File: src/rtl/mem_port_arbiter.sv
// ---------------------------------------------------------------------------
// mem_port_arbiter
//
// Shares one memory port between two masters (master 0: CPU-side bus
// adapter, master 1: program loader / debug DMA). Each request is a single
// read or write. Arbitration is round-robin. The block drives the memory's
// active-low read/write strobes, address and write data. Read data is
// registered and returned to the winning master with a one-cycle ack pulse.
//
// Optional feature (compile-time macro ARB_LOCK_EN):
//   Adds lock0/lock1 inputs. An owner that holds lock and req at the end of
//   its DONE cycle keeps the port and starts its next access immediately,
//   with no IDLE cycle in between.
//
// Ports
//   clk, rst            clock (posedge), asynchronous active-high reset
//   req0/req1           request, held with we/addr/wdata stable until ack
//   we0/we1             1 = write, 0 = read
//   addr0/addr1         transaction address
//   wdata0/wdata1       write data
//   lock0/lock1         keep ownership for the next request (ARB_LOCK_EN)
//   gnt0/gnt1           master owns the port (ACCESS and DONE)
//   ack0/ack1           one-cycle completion pulse, rdata valid with it
//   rdata               registered read data, held until the next read
//   mem_r_n/mem_w_n     memory read/write strobes, active low
//   mem_addr/mem_wdata  memory address / write data
//   mem_rdata           memory read data
// ---------------------------------------------------------------------------
module mem_port_arbiter #(
   parameter int ADDR_W        = 16,
   parameter int DATA_W        = 16,
   parameter int ACCESS_CYCLES = 1
) (
   input  logic              clk,
   input  logic              rst,
   input  logic              req0,
   input  logic              req1,
   input  logic              we0,
   input  logic              we1,
   input  logic [ADDR_W-1:0] addr0,
   input  logic [ADDR_W-1:0] addr1,
   input  logic [DATA_W-1:0] wdata0,
   input  logic [DATA_W-1:0] wdata1,
`ifdef ARB_LOCK_EN
   input  logic              lock0,
   input  logic              lock1,
`endif
   output logic              gnt0,
   output logic              gnt1,
   output logic              ack0,
   output logic              ack1,
   output logic [DATA_W-1:0] rdata,
   output logic              mem_r_n,
   output logic              mem_w_n,
   output logic [ADDR_W-1:0] mem_addr,
   output logic [DATA_W-1:0] mem_wdata,
   input  logic [DATA_W-1:0] mem_rdata
);

   typedef enum logic [1:0] {
      ST_IDLE   = 2'd0,
      ST_ACCESS = 2'd1,
      ST_DONE   = 2'd2
   } state_t;

   // The counter holds the number of strobe cycles still to go after the
   // current one, so an access of N cycles loads N-1.
   localparam logic [3:0] CNT_LOAD = 4'(ACCESS_CYCLES - 1);

   // Round-robin pick: a lone requester wins; on a tie the master that did
   // not win last time gets the port.
   function automatic logic pick_winner(input logic r0, input logic r1, input logic lst);
      logic w;
      if (r0 && r1) begin
         w = ~lst;
      end else if (r1) begin
         w = 1'b1;
      end else begin
         w = 1'b0;
      end
      return w;
   endfunction

   // registers
   state_t              state_r;
   logic                last_r;
   logic [3:0]          cnt_r;
   logic [1:0]          gnt_r;
   logic [1:0]          ack_r;
   logic [DATA_W-1:0]   rdata_r;
   logic                mem_r_n_r;
   logic                mem_w_n_r;
   logic [ADDR_W-1:0]   mem_addr_r;
   logic [DATA_W-1:0]   mem_wdata_r;

   // next-state values
   state_t              state_s;
   logic                last_s;
   logic [3:0]          cnt_s;
   logic [1:0]          gnt_s;
   logic [1:0]          ack_s;
   logic [DATA_W-1:0]   rdata_s;
   logic                mem_r_n_s;
   logic                mem_w_n_s;
   logic [ADDR_W-1:0]   mem_addr_s;
   logic [DATA_W-1:0]   mem_wdata_s;

   // selected master and its transaction fields
   logic                sel_s;
   logic                sel_we_s;
   logic [ADDR_W-1:0]   sel_addr_s;
   logic [DATA_W-1:0]   sel_wdata_s;
   logic                lock_go_s;
   logic                start_s;

`ifdef ARB_LOCK_EN
   // The current owner (last_r) keeps the port when it asks again under lock.
   assign lock_go_s = (state_r == ST_DONE) &&
                      (last_r ? (lock1 && req1) : (lock0 && req0));
`else
   assign lock_go_s = 1'b0;
`endif

   // Choose which master's request is presented: arbitrate in IDLE, otherwise the owner.
   always_comb begin
      sel_s = last_r;
      if (state_r == ST_IDLE) begin
         sel_s = pick_winner(req0, req1, last_r);
      end else begin
         sel_s = last_r;
      end
      sel_we_s    = sel_s ? we1    : we0;
      sel_addr_s  = sel_s ? addr1  : addr0;
      sel_wdata_s = sel_s ? wdata1 : wdata0;
      start_s     = ((state_r == ST_IDLE) && (req0 || req1)) || lock_go_s;
   end

   // Next-state and next-output logic for the arbiter FSM.
   always_comb begin
      state_s     = state_r;
      last_s      = last_r;
      cnt_s       = cnt_r;
      gnt_s       = gnt_r;
      ack_s       = 2'b00;
      rdata_s     = rdata_r;
      mem_r_n_s   = mem_r_n_r;
      mem_w_n_s   = mem_w_n_r;
      mem_addr_s  = mem_addr_r;
      mem_wdata_s = mem_wdata_r;

      if (start_s) begin
         // launch an access for the selected master
         state_s     = ST_ACCESS;
         last_s      = sel_s;
         cnt_s       = CNT_LOAD;
         gnt_s       = sel_s ? 2'b10 : 2'b01;
         mem_r_n_s   = sel_we_s;
         mem_w_n_s   = ~sel_we_s;
         mem_addr_s  = sel_addr_s;
         mem_wdata_s = sel_wdata_s;
      end else begin
         case (state_r)
            ST_IDLE: begin
               gnt_s = 2'b00;
            end
            ST_ACCESS: begin
               if (cnt_r != 4'd0) begin
                  cnt_s = cnt_r - 4'd1;
               end else begin
                  // a low read strobe marks this access as a read
                  if (!mem_r_n_r) begin
                     rdata_s = mem_rdata;
                  end else begin
                     rdata_s = rdata_r;
                  end
                  mem_r_n_s = 1'b1;
                  mem_w_n_s = 1'b1;
                  ack_s     = last_r ? 2'b10 : 2'b01;
                  state_s   = ST_DONE;
               end
            end
            ST_DONE: begin
               gnt_s   = 2'b00;
               state_s = ST_IDLE;
            end
            default: begin
               gnt_s     = 2'b00;
               mem_r_n_s = 1'b1;
               mem_w_n_s = 1'b1;
               state_s   = ST_IDLE;
            end
         endcase
      end
   end

   // State and output registers; reset parks the strobes high and favours master 0.
   always_ff @(posedge clk or posedge rst) begin
      if (rst) begin
         state_r     <= ST_IDLE;
         last_r      <= 1'b1;
         cnt_r       <= 4'd0;
         gnt_r       <= 2'b00;
         ack_r       <= 2'b00;
         rdata_r     <= '0;
         mem_r_n_r   <= 1'b1;
         mem_w_n_r   <= 1'b1;
         mem_addr_r  <= '0;
         mem_wdata_r <= '0;
      end else begin
         state_r     <= state_s;
         last_r      <= last_s;
         cnt_r       <= cnt_s;
         gnt_r       <= gnt_s;
         ack_r       <= ack_s;
         rdata_r     <= rdata_s;
         mem_r_n_r   <= mem_r_n_s;
         mem_w_n_r   <= mem_w_n_s;
         mem_addr_r  <= mem_addr_s;
         mem_wdata_r <= mem_wdata_s;
      end
   end

   assign gnt0      = gnt_r[0];
   assign gnt1      = gnt_r[1];
   assign ack0      = ack_r[0];
   assign ack1      = ack_r[1];
   assign rdata     = rdata_r;
   assign mem_r_n   = mem_r_n_r;
   assign mem_w_n   = mem_w_n_r;
   assign mem_addr  = mem_addr_r;
   assign mem_wdata = mem_wdata_r;

endmodule

File: config.mk
export PLATFORM = sky130hd
export DESIGN_NAME = mem_port_arbiter
export DESIGN_NICKNAME = d
export VERILOG_FILES = /design/src/rtl/mem_port_arbiter.sv
export SDC_FILE = /design/constraint.sdc
export NUM_CORES = 1
export LEC_CHECK = 0
export BUFFER_PORTS_ARGS = -buffer_cell sky130_fd_sc_hd__buf_4
export CORE_UTILIZATION = 45
export DETAILED_ROUTE_END_ITERATION = 8
export MAX_ROUTING_LAYER = met4
export PLACE_DENSITY = 0.79
export SKIP_CTS_REPAIR_TIMING = 1
export SYNTH_ARGS = -nofsm -noshare
export SYNTH_HDL_FRONTEND = slang
export SYNTH_SLANG_ARGS = --single-unit
File: constraint.sdc
create_clock -name clk -period 6.4 [get_ports clk]
set_input_delay 0.32 -clock clk [delete_from_list [all_inputs] [get_ports clk]]
set_output_delay 0.32 -clock clk [all_outputs]
set_load 0.005 [all_outputs]
==> results.toml <==
[timing]
maxSlewViolCount = 0
finalSetupTns_ns = 0
grt_setup_unrepaired = "false"
finalCritPeriodShare = 0.395
fmax_ghz = 0.395
worstMarginPinSlew_ns = 1.11
hold_viol = 0
setup-violations-final = 0
skew_ns = 0.00797
min_period_ns = 2.53
slew_headroom = 0.258

[worst_setup_path]
cp-start-kind = "register"
cp.arrival_ns = 2.73
crit_path_max_fanout = 16
critPathSlowestCell = "nor4b_4"
max_stage_delay_ns = 0.87
worstPathCellList = "inv_1, ha_1, or3b_1, nor4b_4, mux2_2"
setup.worst_path.class = "register to register"
cp_data_required_time_ns = 6.60
cp-end-kind = "register"

[routing]
drc = 0
via_per_inst = 4.94
first_pass_iters = 4
dr_total_vias = 2066
dr.first_iter.drc_count = 66
routedWlPerCell_um = 14.5
postRouteAntennaNets = 0
wl_um = 6040

[global_routing]
grt-ovfl-total = 0
antenna_found_initial = 0
grt_max_degree = 62
grt_pass1_wl_um = 9520
grt_usage = 0.202
grt_pass1_vias = 2045

[logic_synthesis]
async_flop_share = 1.00
ys_warn_count = 0
synth.avg_cell_area_um2 = 14.2
synth_edf_count = 0
synthFlopType = "dfrtp_1"
netlist_area_um2 = 2800
ys_seq_area_frac = 0.546
synthCells = 197
yosys.cell_types.count = 36
ys_seq_elements = 61
syn_nets = 285

[die]
boundaryPins = 140
core_area_um2 = 5960
fp.dieW_um = 80.9
rows = 28
die_y_um = 80.9
start_util = 0.471
dieArea_um2 = 6550

[power_and_ir_drop]
ir_drop_v = 0.000314
power_density_nw_per_um2 = 442
p_leak_nw = 1.95
p_total_mw = 1.81

[clock_tree]
cts_max_level = 3
path_clk_slew_ns = 0.07
clk_latency_ns = 0.32
cts_sinks = 61
cts_buffers = 9
cts_tree = "yes"
root_buffer = "clkbuf_8"
clk_path_buf_depth = 2

[cells_and_area]
finalNetCount = 427
drive_above_1_share = 0.703
synthToLayoutAreaGrowth_pct = 45.8
diodes = 0
n_fill_cell = 468

[worst_hold_path]
hold_class = "input pin to register"

[placed_design]
hpwl_um = 4560
gp_congestion = 0.868
portBuffers = 139

[outcome]
status = "finished, final reports clean"

[run]
maxCapViolations = 0
area by class of cell:
| class | instances | area, um^2 | area share |
|---|---|---|---|
| multi-input combinational | 123 | 1210 | 0.297 |
| clock inverter | 1 | 5.00 | 0.00123 |
| timing repair buffer | 141 | 1060 | 0.259 |
| clock buffer | 14 | 173 | 0.0423 |
| sequential | 61 | 1530 | 0.375 |
| tap | 75 | 93.8 | 0.0230 |
| inverter | 3 | 11.3 | 0.00276 |
state kept, by name (all words and copies together), names as in the netlist:
signal and flops:
mem_addr 16, mem_wdata 16, rdata 16, cnt_r 4, ack_r 2, gnt_r 2, state_r 2, last_r 1
mem_r_n 1, mem_w_n 1
through the flow:
step	std cells	utilization	setup slack, ns	cell area [um^2]	hold WS, ns
5_1_grt	418	0.686	3.71	4090	0.180
6_report	418	0.686	3.87	4090	0.196
4_1_cts	418	0.686	3.86	4090	0.183
3_5_place_dp	403	0.656	3.86	3910	0.476
2_1_floorplan	197	-	4.24	2800	0.390
3_3_place_gp	403	0.656	3.90	3910	0.472
final timing paths:
kind	to	from	slack (ns)	depth (start not counted)
worst min register to register	gnt_r[0]	gnt_r[0]	0.49	2
worst max-delay path	rdata[5]	cnt_r[0]	3.87	5
min in group asynchronous	rdata[9]	rst	0.22	3
worst min-delay path	last_r	req0	0.20	2
max in group asynchronous	state_r[0]	rst	5.70	3
worst max register to register	rdata[5]	cnt_r[0]	3.87	5
worst max-delay path, delay by kind of cell, from the launching register on:
family	cells	cell delay, ns
buffers and inverters	1	0.10
adder cells (fa/ha/maj)	1	0.16
multiplexers	1	0.42
AND/OR/NAND/NOR	2	1.34
flip-flops	1	0.39
routing by layer:
metal,global-route usage,part of all wire
met3,0.0528,0.082
met5,-,0
met4,0.0911,0.013
met1,0.225,0.40
met2,0.339,0.50
logic make-up after synthesis:
logic type,Yosys count,synth area share
multiplexers,84,0.336
buffers and inverters,13,0.0250
adder cells (fa/ha/maj),2,0.00893
AO/OA/AOI/OAI,16,0.0362
AND/OR/NAND/NOR,21,0.0478
flip-flops,61,0.546
synth_stat cells (2+ instances only):
master,count,share of area
mux2_2,79,0.32
buf_4,3,0.0080
mux2i_1,3,0.011
ha_1,2,0.0089
mux2_1,2,0.0080
nor2_1,4,0.0054
o21ai_0,4,0.0071
dfrtp_1,58,0.52
a21oi_1,4,0.0071
nand3_1,4,0.0071
clkbuf_1,3,0.0040
buf_2,2,0.0036
dfstp_2,3,0.028
inv_1,3,0.0040
nor3_1,2,0.0036
report_power, final:
| part | internal (mW) | switching [mW] | leakage [nW] |
|---|---|---|---|
| combinational | 0.504 | 0.300 | 1.13 |
| clock | 0.170 | 0.134 | 0.0926 |
| sequential | 0.586 | 0.113 | 0.730 |
layout by cell type, fill, tap and decap left out, drive strengths merged, types with 2 or more instances in the layout:
master,instances
o21ai,4
nand3,4
dfrtp,58
buf,141
nor3,2
dfstp,3
clkbuf,14
inv,3
ha,2
mux2i,3
a21oi,4
nor2,5
mux2,81
Note: power is estimated with default switching activity, not from simulation.
